### config.mk
export PLATFORM = sky130hd
export DESIGN_NAME = serial_alu_ctrl
export DESIGN_NICKNAME = d
export VERILOG_FILES = /design/src/rtl/serial_alu_ctrl.sv
export SDC_FILE = /design/constraint.sdc
export NUM_CORES = 1
export LEC_CHECK = 0
export BUFFER_PORTS_ARGS = -buffer_cell sky130_fd_sc_hd__buf_2
export CAP_MARGIN = 20
export CORE_MARGIN = 4
export CORE_UTILIZATION = 30
export DETAILED_ROUTE_END_ITERATION = 7
export GPL_ROUTABILITY_DRIVEN = 0
export PLACE_DENSITY = 0.57
export SYNTH_ARGS = -nofsm -noshare
export SYNTH_HDL_FRONTEND = slang
export SYNTH_SLANG_ARGS = --single-unit
### constraint.sdc
create_clock -name clk -period 1.45 [get_ports clk]
set_clock_uncertainty 0.1 [all_clocks]
set_input_delay 0.2175 -clock clk [delete_from_list [all_inputs] [get_ports clk]]
set_output_delay 0.2175 -clock clk [all_outputs]
set_load 0.02 [all_outputs]
### src/rtl/serial_alu_ctrl.sv
// rtl/serial_alu_ctrl.sv - bit-serial sequencer driving an external 1-bit ALU slice, LSB first
// Optional zero flag output enabled by defining ALU_ZERO_FLAG_EN.
module serial_alu_ctrl #(
    parameter int WIDTH = 8
) (
    input  logic             clk,
    input  logic             rst,
    input  logic             start,
    input  logic [1:0]       op,
    input  logic [WIDTH-1:0] a,
    input  logic [WIDTH-1:0] b,
    input  logic             cin_init,
    output logic             busy,
    output logic             done,
    output logic [WIDTH-1:0] result,
    output logic             cout,
    output logic             slice_f1,
    output logic             slice_f0,
    output logic             slice_a,
    output logic             slice_b,
    output logic             slice_cin,
    input  logic             slice_f,
    input  logic             slice_cout
`ifdef ALU_ZERO_FLAG_EN
    ,
    output logic             zero
`endif
);

    localparam int CW = $clog2(WIDTH);

    localparam logic [1:0] IDLE = 2'd0;
    localparam logic [1:0] RUN  = 2'd1;
    localparam logic [1:0] DONE = 2'd2;

    logic [1:0]       state;
    logic [WIDTH-1:0] a_sh;
    logic [WIDTH-1:0] b_sh;
    logic             carry;
    logic [1:0]       op_r;
    logic [CW-1:0]    cnt;
    logic             last_bit;
    logic             accept;

    assign last_bit = (cnt == CW'(WIDTH - 1));
    assign accept   = start && (state != RUN);

    assign busy      = (state == RUN);
    assign done      = (state == DONE);
    assign slice_f1  = op_r[1];
    assign slice_f0  = op_r[0];
    assign slice_a   = busy & a_sh[0];
    assign slice_b   = busy & b_sh[0];
    assign slice_cin = busy & carry;

    always_ff @(posedge clk or posedge rst) begin
        if (rst) begin
            state  <= IDLE;
            a_sh   <= '0;
            b_sh   <= '0;
            carry  <= 1'b0;
            op_r   <= 2'b00;
            cnt    <= '0;
            result <= '0;
            cout   <= 1'b0;
        end else if (state == RUN) begin
            result <= {slice_f, result[WIDTH-1:1]};
            carry  <= slice_cout;
            a_sh   <= a_sh >> 1;
            b_sh   <= b_sh >> 1;
            cnt    <= cnt + CW'(1);
            if (last_bit) begin
                cout  <= slice_cout;
                state <= DONE;
            end
        end else if (accept) begin
            a_sh   <= a;
            b_sh   <= b;
            carry  <= cin_init;
            op_r   <= op;
            cnt    <= '0;
            result <= '0;
            state  <= RUN;
        end else begin
            state <= IDLE;
        end
    end

`ifdef ALU_ZERO_FLAG_EN
    // Sticky OR of captured bits avoids a wide compare on the final word.
    logic any_one;

    always_ff @(posedge clk or posedge rst) begin
        if (rst) begin
            any_one <= 1'b0;
            zero    <= 1'b0;
        end else if (state == RUN) begin
            any_one <= any_one | slice_f;
            if (last_bit) begin
                zero <= ~(any_one | slice_f);
            end
        end else if (accept) begin
            any_one <= 1'b0;
            zero    <= 1'b0;
        end
    end
`endif

endmodule
==> results of run 1 <==
[registers in the layout (all words and copies together), names as in the netlist]
| signal | flops |
|---|---|
| b_sh | 8 |
| op_r | 2 |
| carry | 1 |
| cnt | 3 |
| a_sh | 8 |
| result | 8 |
| state | 2 |
| cout | 1 |
[final timing paths]
path | startpoint | end | slack [ns]
max reg2reg | cnt[0]$_DFFE_PP0P_ | cout$_DFFE_PP0P_ | 0.05
min in group asynchronous | rst | result[1]$_DFFE_PP0P_ | 0.47
min reg2reg | a_sh[2]$_DFFE_PP0P_ | a_sh[1]$_DFFE_PP0P_ | 0.39
max in group asynchronous | rst | b_sh[0]$_DFFE_PP0P_ | 0.48
max | state[1]$_DFFE_PP0P_ | slice_b | -0.008
min | slice_f | result[7]$_DFFE_PP0P_ | 0.03
[stage by stage]
step / hold slack (ns) / std cells
final: 0.0342 / 255
after detailed placement: 0.233 / 242
after floorplan: 0.234 / 138
after global placement: 0.236 / 242
after CTS: 0.0271 / 254
after global routing: 0.0277 / 255
[worst max-delay path, stage by stage, from the launching register on]
cell      delay [ns]
dfrtp_1         0.37
nand2b_4        0.17
inv_8           0.08
and2_4          0.14
buf_6           0.11
[layout make-up]
class                      instances  area share
sequential                        33       0.416
clock buffer                       7      0.0435
timing repair buffer              51       0.172
inverter                           2     0.00757
multi-input combinational         94       0.303
clock inverter                     1      0.0151
tap                               67      0.0423
[Yosys cell counts (2+ instances only)]
cell / instances
mux2_2: 2
mux2i_1: 17
nor2_1: 2
ha_1: 2
buf_2: 5
dfrtp_1: 33
o21ai_0: 27
nand2_1: 26
nand2b_1: 10
clkbuf_1: 2
and2_1: 3
[routing by layer]
metal  share of wire  GRT usage  vias up  wire (um)
met5               0          0        -          0
met4           0.018     0.0472        0         55
met3           0.064     0.0344        8        192
met2            0.43      0.165       38       1280
met1            0.49      0.142      496       1480
li1                -          -      552          -
[repair_timing]
| action | in CTS | in global routing |
|---|---|---|
| setup endpoints to repair | 4 | 5 |
| endpoints found under the hold margin | 33 | 0 |
| pin swaps | 3 | 0 |
| hold buffers | 1 | 0 |
| setup buffers | 3 | 1 |
| resized for setup | 14 | 2 |
[cell families after synthesis]
| group | synth area share |
|---|---|
| compound gates | 0.0916 |
| fa+ha+maj | 0.0170 |
| buf+inv | 0.0399 |
| flops | 0.560 |
| mux | 0.141 |
| simple gates | 0.151 |
[where the power goes]
part           internal (W)  switching, W
sequential          0.00130      0.000220
clock              0.000560      0.000331
combinational      0.000765      0.000876
==> metrics, run 1 <==
area growth from synthesis to layout=34.4%; Final Setup Violations=3; CTS Buffer Depth=2; synth unique cells=20; max-slew violations=0; PD cells=2040 nW/um^2; detail-routed via count per cell=4.29; area of the multi-input gates=approximately 600 um^2; status=finished, violations left; Register-to-Register Path Depth=4; vias in the first global route=1135; Pre-Repair DR Iteration Count=5; global route overflow=0; 1st-iter DRT viols=31; Synth Flop Type=dfrtp_1; ys async rst share=1.00; top cell type's share of synthesized area=0.560; Util after Layout=0.417; core area=4750 um^2; Post-Synthesis Cells=138; Final min period=about 1.5 ns; Design Power=0.00405 W; initial antenna violation count=0; crit path capture type=output port; failing checks=negative setup slack; I/O Buffers=39; io pins=40; cell taking the most area after synthesis=dfrtp_1; H-tree levels=2; Crit Path Max Fanout=8; Die H=roughly 78 um; most common cell after layout, fill and taps aside=buf_2; initial core utilization=0.310; DRC violations left=0; first-pass GRT wire length=between 5000 and 6000 um; placed wire-length estimate=roughly 2100 um; Hold Crit Class=in -> reg; Crit path arrival time=1.14 ns; syn avg cell area=10.7 um^2; clock latency at the later pin of the worst-skew pair=0.28 ns; relative slew slack=0.716; dpl ws=0.0361 ns; CP Class=reg -> out; syn nets=164; CTS sink cnt=33; top cells by area, synth=dfrtp_1, mux2i_1, o21ai_0; Slew @ Worst Pin=around 0.43 ns; EDFF count, synth=0; Setup Total Neg Slack=-0.0213 ns; flops & latches, synth=33; ant diodes=0; RSZ-0062 raised after global routing=true; crit share post-route=1.01; GRT Overall Usage=0.109; Avg WL per Cell=~12 um; Final ANT Viol Nets=0; routed via count=1094; largest net degree at the start of global routing=34; Max VDD drop=870 uV; final instance area=1980 um^2; Reg area=approximately 830 um^2; Die Area=6100 um^2; commonest cells after routing, fill and taps aside=buf_2, dfrtp_1, o21ai_0, nand2_1, mux2i_1; Final Hold Fails=0; DP Area=1770 um^2; Req. time, crit path=about 1.1 ns; routed wire length=3020 um; Seq/Total Area, Yosys=0.560; Total Nets Final=213; fraction of layout cells with a size suffix above 1=0.356; Synth warnings=0; Leak=0.986 nW; TritonCTS clock tree=yes; die extent in x=78.1 um; Num CTS Buffers=5; crit start category=flop; WHS Path Cells=3; final worst slack=-0.00836 ns; Clk pin slew, worst setup/hold paths=0.07 ns; clk root buf=clkbuf_8; Syn Std Cell Area=1480 um^2; max_cap viols=0; FILL cells=505; FMAX=686 MHz; Row Count=25
No activity file was read; power rests on OpenSTA's default activity.
==> inputs of run 2 (changes only) <==
- RECOVER_POWER: not set -> 50
==> metrics, run 2 (synthesis results as in run 1) <==
status=finished, violations left; failing checks=negative setup slack; RSZ-0062 raised after global routing=true; part of the power in registers=0.375 (about the same); routed wire length=3020 um (about the same); FMAX=686 MHz (about the same); DP Area=1770 um^2 (unchanged); Pre-Repair DR Iteration Count=5 (unchanged); CP Class=reg -> out; largest net degree at the start of global routing=34 (unchanged); commonest cells after routing, fill and taps aside=buf_2, dfrtp_1, o21ai_0, nand2_1, mux2i_1; Hold Crit Class=in -> reg; Sw Share=0.353 (+0.000497); max-slew violations=0 (unchanged); Clk pin slew, worst setup/hold paths=0.07 ns (about the same); ant diodes=0 (unchanged); Req. time, crit path=1.13 ns (about the same); Max VDD drop=869 uV (-0.14%); Final min period=1.46 ns (+0.00000666 ns); max_cap viols=0 (unchanged); Leak=0.984 nW (-0.19%); Total Nets Final=213 (unchanged); GRT Overall Usage=0.109 (unchanged); clock share of power=0.220 (about the same); Crit path arrival time=1.14 ns (about the same); initial core utilization=0.310 (unchanged); reg2reg setup slack=0.03 ns (-0.02 ns); Inst Count DP=242 (unchanged); share of total power in combinational logic=0.404 (about the same); Final Hold Fails=0 (unchanged); hold path startpoint=slice_f; global route overflow=0 (unchanged); dpl ws=0.0361 ns (unchanged); relative slew slack=0.508 (-0.208); Slew @ Worst Pin=0.738 ns (+0.312 ns); clk root buf=clkbuf_8; Die H=78.1 um (unchanged); Row Count=25 (unchanged); DRC violations left=0 (unchanged); TritonCTS clock tree=yes; first-pass GRT wire length=5160 um (unchanged); Non-Filler Instances=255 (unchanged); detail-routed via count per cell=4.29 (unchanged); Register-to-Register Path Depth=4 (unchanged); 1st-iter DRT viols=35 (+13%); Die Area=6100 um^2 (unchanged); WHS Path Cells=3 (unchanged); Avg WL per Cell=11.8 um (about the same); vias in the first global route=1135 (unchanged); P_sw=0.00143 W (about the same); Final Setup Violations=3 (unchanged); H-tree levels=2 (unchanged); routed via count=1094 (unchanged); worst setup path start=state[1]$_DFFE_PP0P_; FF-to-FF Start=cnt[0]$_DFFE_PP0P_; most common cell after layout, fill and taps aside=buf_2; PD cells=2050 nW/um^2 (+0.13%); Num CTS Buffers=5 (unchanged); Largest regs=a_sh: 8 flops, b_sh: 8 flops, result: 8 flops; fraction of layout cells with a size suffix above 1=0.346 (-0.0106); crit path capture type=output port; crit share post-route=1.01 (about the same); Final ANT Viol Nets=0 (unchanged); I/O Buffers=39 (unchanged); die extent in x=78.1 um (unchanged); clock latency at the later pin of the worst-skew pair=0.28 ns (about the same); area growth from synthesis to layout=34.0%; final instance area=1980 um^2 (-0.32%); io pins=40 (unchanged); initial antenna violation count=0 (unchanged); crit start category=flop; core area=4750 um^2 (unchanged); final worst slack=-0.00836 ns (-0.00000666 ns); CTS Buffer Depth=2 (unchanged); Crit Path Max Fanout=8 (unchanged); CTS sink cnt=33 (unchanged); Int Pwr=0.00262 W (-0.26%); placed wire-length estimate=2110 um (unchanged)
[run 2: cell types whose count changed in the layout (fill, tap and decap cells not counted)]
cell      previous run  this run
buf_4                9         8
clkbuf_1             1         2
ha_1                 1         2
ha_2                 1         0
[run 2: final cells by class]
type,instances,area [um^2]
multi-input combinational,94,598
timing repair buffer,51,338
tap,67,83.8
clock buffer,7,86.3
clock inverter,1,30.0
sequential,33,826
inverter,2,15.0
fill,508,2780
[run 2: what timing repair did]
| item | 4_1_cts | 5_1_grt |
|---|---|---|
| gates cloned | 0 | 0 |
| buffers inserted | 3 | 1 |
| resized for setup | 14 | 2 |
| pin swaps | 3 | 0 |
| hold buffers | 1 | 0 |
| endpoints found under the setup margin | 4 | 5 |
| endpoints found under the hold margin | 33 | 0 |
[run 2: worst max-delay path, cell delays in order, from the launching register on]
cell      delay, ns
dfrtp_1        0.37
nand2b_4       0.17
inv_8          0.08
and2_4         0.14
buf_6          0.11
[run 2: power groups by stage]
stage / sequential [W] / combinational [W] / clock, W
after global routing: 0.00158 / 0.00185 / 0.000965
after detailed placement: 0.00153 / 0.00139 / 0
after CTS: 0.00152 / 0.00163 / 0.000917
after global placement: 0.00153 / 0.00136 / 0
after floorplan: 0.00166 / 0.000814 / 0
final: 0.00152 / 0.00163 / 0.000892
[run 2: layer usage]
layer / vias up / part of all wire / track usage / wire [um]
li1: 552 / - / - / -
met1: 496 / 0.49 / 0.142 / 1490
met2: 38 / 0.42 / 0.165 / 1280
met3: 8 / 0.064 / 0.0344 / 192
met4: 0 / 0.018 / 0.0472 / 55
met5: - / 0 / 0 / 0
[run 2: worst paths after layout]
path,endpoint
setup / recovery,slice_b
max in group asynchronous,b_sh[0]$_DFFE_PP0P_
setup reg to reg,cout$_DFFE_PP0P_
hold / removal,result[7]$_DFFE_PP0P_
min in group asynchronous,result[1]$_DFFE_PP0P_
hold reg to reg,a_sh[1]$_DFFE_PP0P_
[run 2: per-stage QoR]
stage	hold WS, ns	total power [W]	setup TNS (ns)	utilization
finish	0.0342	0.00404	-0.0213	0.416
global route	0.0277	0.00439	-0.216	0.416
CTS	0.0271	0.00407	-0.0722	0.414
detailed placement	0.233	0.00292	0	0.372
global placement	0.236	0.00290	0	0.372
floorplan	0.234	0.00247	0	-
